$ cat src/rtl/adc_buf_reader.sv
// adc_buf_reader: read side of the ADC capture buffer. A store request reads
// N samples from capture RAM port B and streams them two per beat as 32-bit
// AXI4-Stream. A one-cycle o_store_done pulse marks the end of the transfer.
// Build option ADC_BUF_RD_TWOS_EN: samples are converted from offset binary
// to sign-extended two's complement instead of being zero-extended.
module adc_buf_reader #(
  parameter int ADDR_WIDTH     = 12,
  parameter int RAM_DATA_WIDTH = 16,
  parameter int RD_LATENCY     = 1,
  parameter int FIFO_DEPTH     = 4
) (
  input  logic                      clk,
  input  logic                      rst_n,
  input  logic                      i_store_start,
  input  logic [ADDR_WIDTH-1:0]     i_start_addr,
  input  logic [ADDR_WIDTH:0]       i_num_samples,
  output logic                      o_busy,
  output logic                      o_store_done,
  output logic                      o_enb,
  output logic [ADDR_WIDTH-1:0]     o_addrb,
  input  logic [RAM_DATA_WIDTH-1:0] i_doutb,
  output logic [31:0]               m_axis_tdata,
  output logic [3:0]                m_axis_tkeep,
  output logic                      m_axis_tvalid,
  input  logic                      m_axis_tready,
  output logic                      m_axis_tlast
);

  localparam int PW = $clog2(FIFO_DEPTH);
  localparam int CW = PW + 1;
  localparam int OW = CW + 1;
  localparam int NW = ADDR_WIDTH + 1;
  localparam logic [ADDR_WIDTH-1:0] ADDR_ONE = ADDR_WIDTH'(1);
  localparam logic [NW-1:0]         NUM_ONE  = NW'(1);
  localparam logic [PW-1:0]         PTR_ONE  = PW'(1);
  localparam logic [CW-1:0]         CNT_ONE  = CW'(1);

  typedef enum logic [1:0] {IDLE = 2'd0, READ = 2'd1, DRAIN = 2'd2, DONE = 2'd3} state_t;

  // Convert a raw RAM word into the 16-bit stream sample format.
  function automatic logic [15:0] fmt_sample(input logic [RAM_DATA_WIDTH-1:0] raw);
    logic [11:0] code;
    code = raw[11:0];
`ifdef ADC_BUF_RD_TWOS_EN
    code[11] = ~code[11];
    return {{4{code[11]}}, code};
`else
    return {4'b0000, code};
`endif
  endfunction

  state_t                  state_q;
  logic                    start_q, start_prev_q;
  logic                    busy_q, done_q, enb_q;
  logic [ADDR_WIDTH-1:0]   addrb_q, addr_next_q;
  logic [NW-1:0]           left_q, num_q, popped_q;
  logic [RD_LATENCY-1:0]   vld_q;
  logic [15:0]             fifo_q [FIFO_DEPTH];
  logic [PW-1:0]           wr_ptr_q, rd_ptr_q;
  logic [CW-1:0]           fifo_cnt_q;
  logic [15:0]             low_q;
  logic                    have_low_q;
  logic [31:0]             tdata_q;
  logic [3:0]              tkeep_q;
  logic                    tvalid_q, tlast_q;

  logic                    start_edge_d, issue_d, capture_d, pop_low_d, out_free_d;
  logic                    emit_pair_d, emit_single_d, pop_d, last_hs_d;
  logic [OW-1:0]           occ_d;

  // Read scheduling: FIFO entries plus reads still travelling through the RAM pipe.
  always_comb begin
    occ_d = OW'(fifo_cnt_q) + OW'(enb_q);
    for (int i = 0; i < RD_LATENCY; i++) begin
      occ_d = occ_d + OW'(vld_q[i]);
    end
    start_edge_d  = start_q & ~start_prev_q;
    issue_d       = (state_q == READ) && (left_q != '0) && (occ_d < OW'(FIFO_DEPTH));
    capture_d     = vld_q[RD_LATENCY-1];
    out_free_d    = ~tvalid_q | m_axis_tready;
    pop_low_d     = ~have_low_q && (fifo_cnt_q != '0);
    emit_pair_d   = have_low_q && (fifo_cnt_q != '0) && out_free_d;
    emit_single_d = have_low_q && (popped_q == num_q) && out_free_d;
    pop_d         = pop_low_d | emit_pair_d;
    last_hs_d     = tvalid_q & m_axis_tready & tlast_q;
  end

  // Control FSM: start edge detection, RAM read issue and status outputs.
  always_ff @(posedge clk or negedge rst_n) begin
    if (!rst_n) begin
      state_q      <= IDLE;
      start_q      <= 1'b0;
      start_prev_q <= 1'b0;
      busy_q       <= 1'b0;
      done_q       <= 1'b0;
      enb_q        <= 1'b0;
      addrb_q      <= '0;
      addr_next_q  <= '0;
      left_q       <= '0;
      num_q        <= '0;
    end else begin
      start_q      <= i_store_start;
      start_prev_q <= start_q;
      enb_q        <= 1'b0;
      done_q       <= 1'b0;
      case (state_q)
        IDLE: begin
          if (start_edge_d) begin
            num_q <= i_num_samples;
            if (i_num_samples == '0) begin
              state_q <= DONE;
              done_q  <= 1'b1;
            end else begin
              state_q     <= READ;
              busy_q      <= 1'b1;
              enb_q       <= 1'b1;
              addrb_q     <= i_start_addr;
              addr_next_q <= i_start_addr + ADDR_ONE;
              left_q      <= i_num_samples - NUM_ONE;
            end
          end
        end
        READ: begin
          if (left_q == '0) begin
            state_q <= DRAIN;
          end else if (issue_d) begin
            enb_q       <= 1'b1;
            addrb_q     <= addr_next_q;
            addr_next_q <= addr_next_q + ADDR_ONE;
            left_q      <= left_q - NUM_ONE;
          end
        end
        DRAIN: begin
          if (last_hs_d) begin
            state_q <= DONE;
            busy_q  <= 1'b0;
            done_q  <= 1'b1;
          end
        end
        DONE: begin
          state_q <= IDLE;
        end
        default: begin
          state_q <= IDLE;
          busy_q  <= 1'b0;
        end
      endcase
    end
  end

  // Datapath: RAM return pipe, sample FIFO, pairing register and stream output stage.
  always_ff @(posedge clk or negedge rst_n) begin
    if (!rst_n) begin
      vld_q      <= '0;
      for (int i = 0; i < FIFO_DEPTH; i++) fifo_q[i] <= '0;
      wr_ptr_q   <= '0;
      rd_ptr_q   <= '0;
      fifo_cnt_q <= '0;
      low_q      <= '0;
      have_low_q <= 1'b0;
      popped_q   <= '0;
      tdata_q    <= '0;
      tkeep_q    <= '0;
      tvalid_q   <= 1'b0;
      tlast_q    <= 1'b0;
    end else begin
      vld_q[0] <= enb_q;
      for (int i = 1; i < RD_LATENCY; i++) vld_q[i] <= vld_q[i-1];
      if (capture_d) begin
        fifo_q[wr_ptr_q] <= fmt_sample(i_doutb);
        wr_ptr_q         <= wr_ptr_q + PTR_ONE;
      end
      if (pop_d) rd_ptr_q <= rd_ptr_q + PTR_ONE;
      case ({capture_d, pop_d})
        2'b10:   fifo_cnt_q <= fifo_cnt_q + CNT_ONE;
        2'b01:   fifo_cnt_q <= fifo_cnt_q - CNT_ONE;
        default: fifo_cnt_q <= fifo_cnt_q;
      endcase
      if (state_q == IDLE) popped_q <= '0;
      else if (pop_d)      popped_q <= popped_q + NUM_ONE;
      if (pop_low_d) begin
        low_q      <= fifo_q[rd_ptr_q];
        have_low_q <= 1'b1;
      end else if (emit_pair_d || emit_single_d) begin
        have_low_q <= 1'b0;
      end
      if (emit_pair_d) begin
        tdata_q  <= {fifo_q[rd_ptr_q], low_q};
        tkeep_q  <= 4'b1111;
        tlast_q  <= ((popped_q + NUM_ONE) == num_q);
        tvalid_q <= 1'b1;
      end else if (emit_single_d) begin
        tdata_q  <= {16'h0000, low_q};
        tkeep_q  <= 4'b0011;
        tlast_q  <= 1'b1;
        tvalid_q <= 1'b1;
      end else if (m_axis_tready) begin
        tvalid_q <= 1'b0;
        tlast_q  <= 1'b0;
      end
    end
  end

  assign o_busy        = busy_q;
  assign o_store_done  = done_q;
  assign o_enb         = enb_q;
  assign o_addrb       = addrb_q;
  assign m_axis_tdata  = tdata_q;
  assign m_axis_tkeep  = tkeep_q;
  assign m_axis_tvalid = tvalid_q;
  assign m_axis_tlast  = tlast_q;

endmodule

$ cat config.mk
export PLATFORM = sky130hd
export DESIGN_NAME = adc_buf_reader
export DESIGN_NICKNAME = d
export VERILOG_FILES = /design/src/rtl/adc_buf_reader.sv
export SDC_FILE = /design/constraint.sdc
export NUM_CORES = 1
export LEC_CHECK = 0
export CELL_PAD_IN_SITES_DETAIL_PLACEMENT = 1
export CELL_PAD_IN_SITES_GLOBAL_PLACEMENT = 2
export CORE_MARGIN = 2
export CORE_UTILIZATION = 42
export CTS_CLUSTER_SIZE = 16
export DETAILED_ROUTE_END_ITERATION = 8
export DONT_BUFFER_PORTS = 1
export PLACE_DENSITY_LB_ADDON = 0.2
export RECOVER_POWER = 25
export SLEW_MARGIN = 20
export SYNTH_ARGS = -nofsm -noshare
export SYNTH_HDL_FRONTEND = slang
export SYNTH_SLANG_ARGS = --single-unit
export TNS_END_PERCENT = 20
$ cat constraint.sdc
create_clock -name clk -period 3.7 [get_ports clk]
set_input_delay 0.74 -clock clk [delete_from_list [all_inputs] [get_ports clk]]
set_output_delay 0.74 -clock clk [all_outputs]
set_load 0.05 [all_outputs]
==> results.cfg, run 1 <==
[yosys]
yosys_register_bits = 167
yosys_most_used_dff = dfrtp_1
syn_inst = 782
ys_top_cells_by_count = 167 x dfrtp_1, 92 x mux2_2, 88 x nand2_1
synth.most_common_cell = dfrtp_1
synth_area_per_cell_um2 = 11.0
yosysSeqAreaShare_pct = 48.8
yosysTopAreaCell = dfrtp_1
synth-edff-count = 0
syn_area_mm2 = 0.00857
synth_async_sr_flop_share_pct = 100
yosysWarnings = 0
ys_types = 66
synth_top_area_share_pct = 48.8
synthTopCellsByArea = dfrtp_1 49%, mux2_2 12%, nand2_1 3.9%

[job]
drv_cap = 2

[cts]
cts_tree = yes
clk_latency_ns = 0.43
clock_sinks = 167
h-tree-depth = 4
path_clk_slew_ns = 0.07
clock_path_buffers = 2
cts_buffers = 17
cts_root_buf = clkbuf_16
cts_resized = 0
post_cts_buffers = 0

[die]
core_mm2 = 0.0201
start_util_pct = 42.6
pin_count = 98
die-area_mm2 = 0.0216
die_y_um = 147
std_cell_rows = 52
dieWidth_um = 147

[critical_path]
cp-end-kind = register
crit_chain = nor3_1, nor2_2, nor2_1, buf_4, inv_1, ha_1, inv_1, fa_1, xor2_1, nor2_1, xor2_1
cp_slowest_cell = nor2_2
path_buf_inv = 3
worstPathArrival_ns = 3.41
critPathKind = reg2reg
crit_family = simple AND/OR/NAND/NOR gates
cp-start-kind = register
required_ns = 4.04
crit_fanout = 14
critical-path-max-stage-delay_ns = 0.57

[power_and_ir_drop]
pwr_density_cell_mw_per_mm2 = 986
ir_drop_v = 0.000369
p_leak_nw = 3.87

[global_routing]
grt_overflow_total = 0
first_global_vias = 6455
grt_use_total_pct = 21.0
grt_pass1_wl_mm = 35.5
antenna_found_initial = 0
grt_max_degree = 168

[placed_design]
gp_congestion = 0.796
numPortBuffers = 0
hpwl_mm = 14.9
place_ws_ns = 0.308

[sta]
finalCritPeriodShare_pct = 82.8
setup_viol = 0
tns_ns = 0
skew_ns = 0.00836
timing.fmax_mhz = 326
worst_pin_slew_ns = 2.70
timing.final.ws_setup_ns = 0.635
rsz0062_at_grt = no
finalCriticalPeriod_ns = 3.07
slew_headroom_pct = -80.1
maxSlewViolCount = 106
finalHoldViolations = 0
timing.hold.ws_ns = 0.186

[hold_path]
hold_path.class = in2async

[drt]
ant_nets = 0
viasPerCell = 5.59
drt_first_iter_violations = 216
via_count = 5922
post_drt_wl_per_cell_um = 20.3
drt_wl_total_mm = 21.5
drc = 0
first_pass_iters = 4

[cells_and_area]
num-nets-final = 834
fillers = 2137
drive_gt1_share_pct = 22.4
insertedDiodeCount = 0
synthToLayoutAreaGrowth_pct = 9.68

[outcome]
status = finished, violations left
violations = capacitance limit, slew limit
-- state kept, by name, summed over array words and instances (netlist names) --
name and count:
fifo_cnt_q 3, wr_ptr_q 2, low_q 12, rd_ptr_q 2, o_busy 1, m_axis_tlast 1
have_low_q 1, addr_next_q 12, m_axis_tdata 24, fifo_q 48, o_store_done 1, o_enb 1
left_q 13, capture_d 1, popped_q 13, o_addrb 12, m_axis_tvalid 1, start_prev_q 1
m_axis_tkeep 2, start_q 1, state_q 2, num_q 13
-- final timing paths --
kind | from | end | slack (ns) | cells after the start
setup / recovery | fifo_cnt_q[0] | fifo_cnt_q[2] | 0.63 | 11
min in group clk | i_store_start | start_q | 0.34 | 0
setup reg to reg | fifo_cnt_q[0] | fifo_cnt_q[2] | 0.63 | 11
max in group asynchronous | rst_n | popped_q[4] | 0.89 | 1
hold / removal | rst_n | fifo_q[38] | 0.19 | 1
hold reg to reg | start_q | start_prev_q | 0.44 | 0
-- through the flow --
step	util, %	area (um^2)	instances	total power, mW
after floorplan	-	8590	789	6.54
after global placement	43.7	8780	1024	7.27
after detailed placement	43.7	8780	1024	7.54
after CTS	46.5	9350	1056	9.32
after global routing	46.7	9400	1059	9.92
final	46.7	9400	1059	9.26
-- layout make-up --
type | count | area, um^2 | area share (%)
Inverter | 14 | 52.6 | 0.559
Multi-Input combinational cell | 559 | 4110 | 43.7
Clock inverter | 14 | 139 | 1.48
Tap cell | 270 | 338 | 3.60
Timing Repair Buffer | 17 | 149 | 1.58
Clock buffer | 18 | 429 | 4.57
Sequential cell | 167 | 4180 | 44.5
-- power breakdown --
| group | switching [mW] | internal [mW] |
|---|---|---|
| sequential | 1.45 | 2.66 |
| combinational | 1.79 | 1.61 |
| clock | 0.805 | 0.946 |
-- routing by layer --
layer / vias up / share of wire (%) / track usage (%)
met3: 24 / 3.8 / 4.16
li1: 2729 / - / -
met1: 3084 / 45 / 26.9
met2: 85 / 50 / 35.8
met4: 0 / 1.5 / 6.99
met5: - / 0 / 0
-- cell families (layout without fill, tap and decap cells) --
family	after synthesis	count (layout)	synth area share (%)
DFF	167	167	48.8
AOI/OAI and AO/OA	118	118	8.88
muxes	117	117	16.8
xor gates and xnor gates	48	48	4.91
adders and majority gates	13	13	1.99
and+or+nand+nor	255	255	15.0
buffers and inverters	63	63	3.67
other	1	8	0.0438
-- cells in the final DEF (no fill, tap or decap), drive strengths merged, types with 10 or more instances in the layout --
master,n
a21oi,30
buf,15
clkbuf,19
dfrtp,167
ha,12
inv,21
mux2,92
mux2i,13
mux4,12
nand2,88
nand3,18
nand4,10
nor2,57
nor3,27
o21ai,46
xnor2,27
xor2,21
Power figures use the tool's default switching activity.
==> inputs of run 2 (changes only) <==
- clock period: 3.7 -> 2.95 ns (I/O delays scaled with it)
==> results.cfg, run 2 (synthesis results as in run 1) <==
[cells_and_area]
largest_reg_flops = 48
fin_area_mm2 = 0.00942
fillers = 2140
regMostFlops = fifo_q
insertedDiodeCount = 0
final-seq-area_mm2 = 0.00418
synthToLayoutAreaGrowth_pct = 10.0
mostFrequentLayoutCell = dfrtp_1
num-nets-final = 837
multi_input_area_mm2 = 0.00413
drive_gt1_share_pct = 23.0
most-common-layout-cells = 167 x dfrtp_1, 92 x mux2_2, 88 x nand2_1, 57 x nor2_1, 44 x o21ai_0

[drt]
drc = 0
viasPerCell = 5.55
ant_nets = 0
drt_first_iter_violations = 196
first_pass_iters = 4
post_drt_wl_per_cell_um = 19.8
drt_wl_total_mm = 21.0
via_count = 5878

[critical_path]
required_ns = 3.25
cp-start-kind = register
critPathKind = reg2reg
cp_slowest_cell = dfrtp_1
cp-end-kind = register
crit_chain = ha_1, a21o_1, a21oi_1, nand2_1, buf_4, a21o_1, buf_4, a2111oi_0, nor3_1
crit_fanout = 13
crit_family = compound AO/OA/AOI/OAI gates
path_buf_inv = 2
critical-path-max-stage-delay_ns = 0.51
worstPathArrival_ns = 2.92

[cts]
cts_buffers = 17
clock_sinks = 167
cts_root_buf = clkbuf_16
cts_tree = yes
clock_path_buffers = 2
path_clk_slew_ns = 0.07
h-tree-depth = 4
clk_latency_ns = 0.43

[sta]
timing.final.ws_setup_ns = 0.331
setup_viol = 0
maxSlewViolCount = 0
finalCritPeriodShare_pct = 88.8
rsz0062_at_grt = no
worst_pin_slew_ns = 0.895
skew_ns = 0.0111
timing.fmax_mhz = 382
finalCriticalPeriod_ns = 2.62
slew_headroom_pct = 40.3
timing.hold.ws_ns = -0.153
finalHoldViolations = 167
tns_ns = 0

[power_and_ir_drop]
ir_drop_v = 0.000550
p_leak_nw = 3.88
pwr_density_cell_mw_per_mm2 = 1230
total_power_mw = 11.6

[job]
drv_cap = 0

[die]
die-area_mm2 = 0.0216
std_cell_rows = 52
core_mm2 = 0.0201
die_y_um = 147
dieWidth_um = 147
pin_count = 98
start_util_pct = 42.6

[outcome]
status = finished, violations left
violations = hold timing

[global_routing]
grt_use_total_pct = 20.4
grt_max_degree = 168
grt_pass1_wl_mm = 34.6
first_global_vias = 6410
grt_overflow_total = 0
antenna_found_initial = 0

[placed_design]
numPortBuffers = 0
gp_congestion = 0.826
placed_area_mm2 = 0.00884
hpwl_mm = 14.8
place_ws_ns = 0.151

[hold_path]
hold_path.class = in2async
## run 2: cell count changes in the layout (fill, tap and decap cells not counted), sizes merged
cell          change
clkinv            +1
buf               +5
clkbuf            -1
clkinvlp          -1
inv               -2
dlymetal6s4s      -1
## run 2: layer usage
metal | GRT usage, % | up-vias | routed length, um
met2 | 34.5 | 101 | 10500
li1 | - | 2732 | -
met1 | 26.2 | 3019 | 9370
met4 | 5.92 | 0 | 295
met3 | 4.91 | 26 | 896
met5 | 0 | - | 0
## run 2: stage by stage
stage | utilization (%) | hold slack (ns) | std cells
after floorplan | - | 0.294 | 789
after global placement | 44.0 | 0.298 | 1030
after detailed placement | 44.0 | 0.300 | 1030
after CTS | 46.8 | -0.163 | 1060
after global routing | 46.9 | -0.170 | 1060
final | 46.9 | -0.153 | 1060
## run 2: area by class of cell
class                           instances  area share, %
Clock inverter                         12           1.27
Sequential cell                       167           44.3
Tap cell                              270           3.58
Clock buffer                           18           4.66
Timing Repair Buffer                   20           1.73
Multi-Input combinational cell        559           43.9
Inverter                               14          0.558
## run 2: power breakdown
group | internal [mW] | total, mW | switching (mW)
Sequential | 3.34 | 5.05 | 1.71
Clock | 1.19 | 2.16 | 0.964
Combinational | 2.08 | 4.38 | 2.29
## run 2: final timing paths
kind                            slack (ns)  depth (start not counted)               end           from
worst max-delay path                  0.33                          9         left_q[8]      capture_d
worst min-delay path                 -0.15                          0  m_axis_tdata[25]          rst_n
worst max register to register        0.33                          9         left_q[8]      capture_d
worst min register to register        0.50                          1   m_axis_tdata[7]       low_q[7]
max in group asynchronous             2.88                          0        left_q[11]          rst_n
min in group clk                      0.18                          0           start_q  i_store_start
## run 2: timing repair
action	in CTS	in global routing
endpoints found under the hold margin	167	167
endpoints found under the setup margin	0	5
resized for setup	0	3
setup buffers	0	0
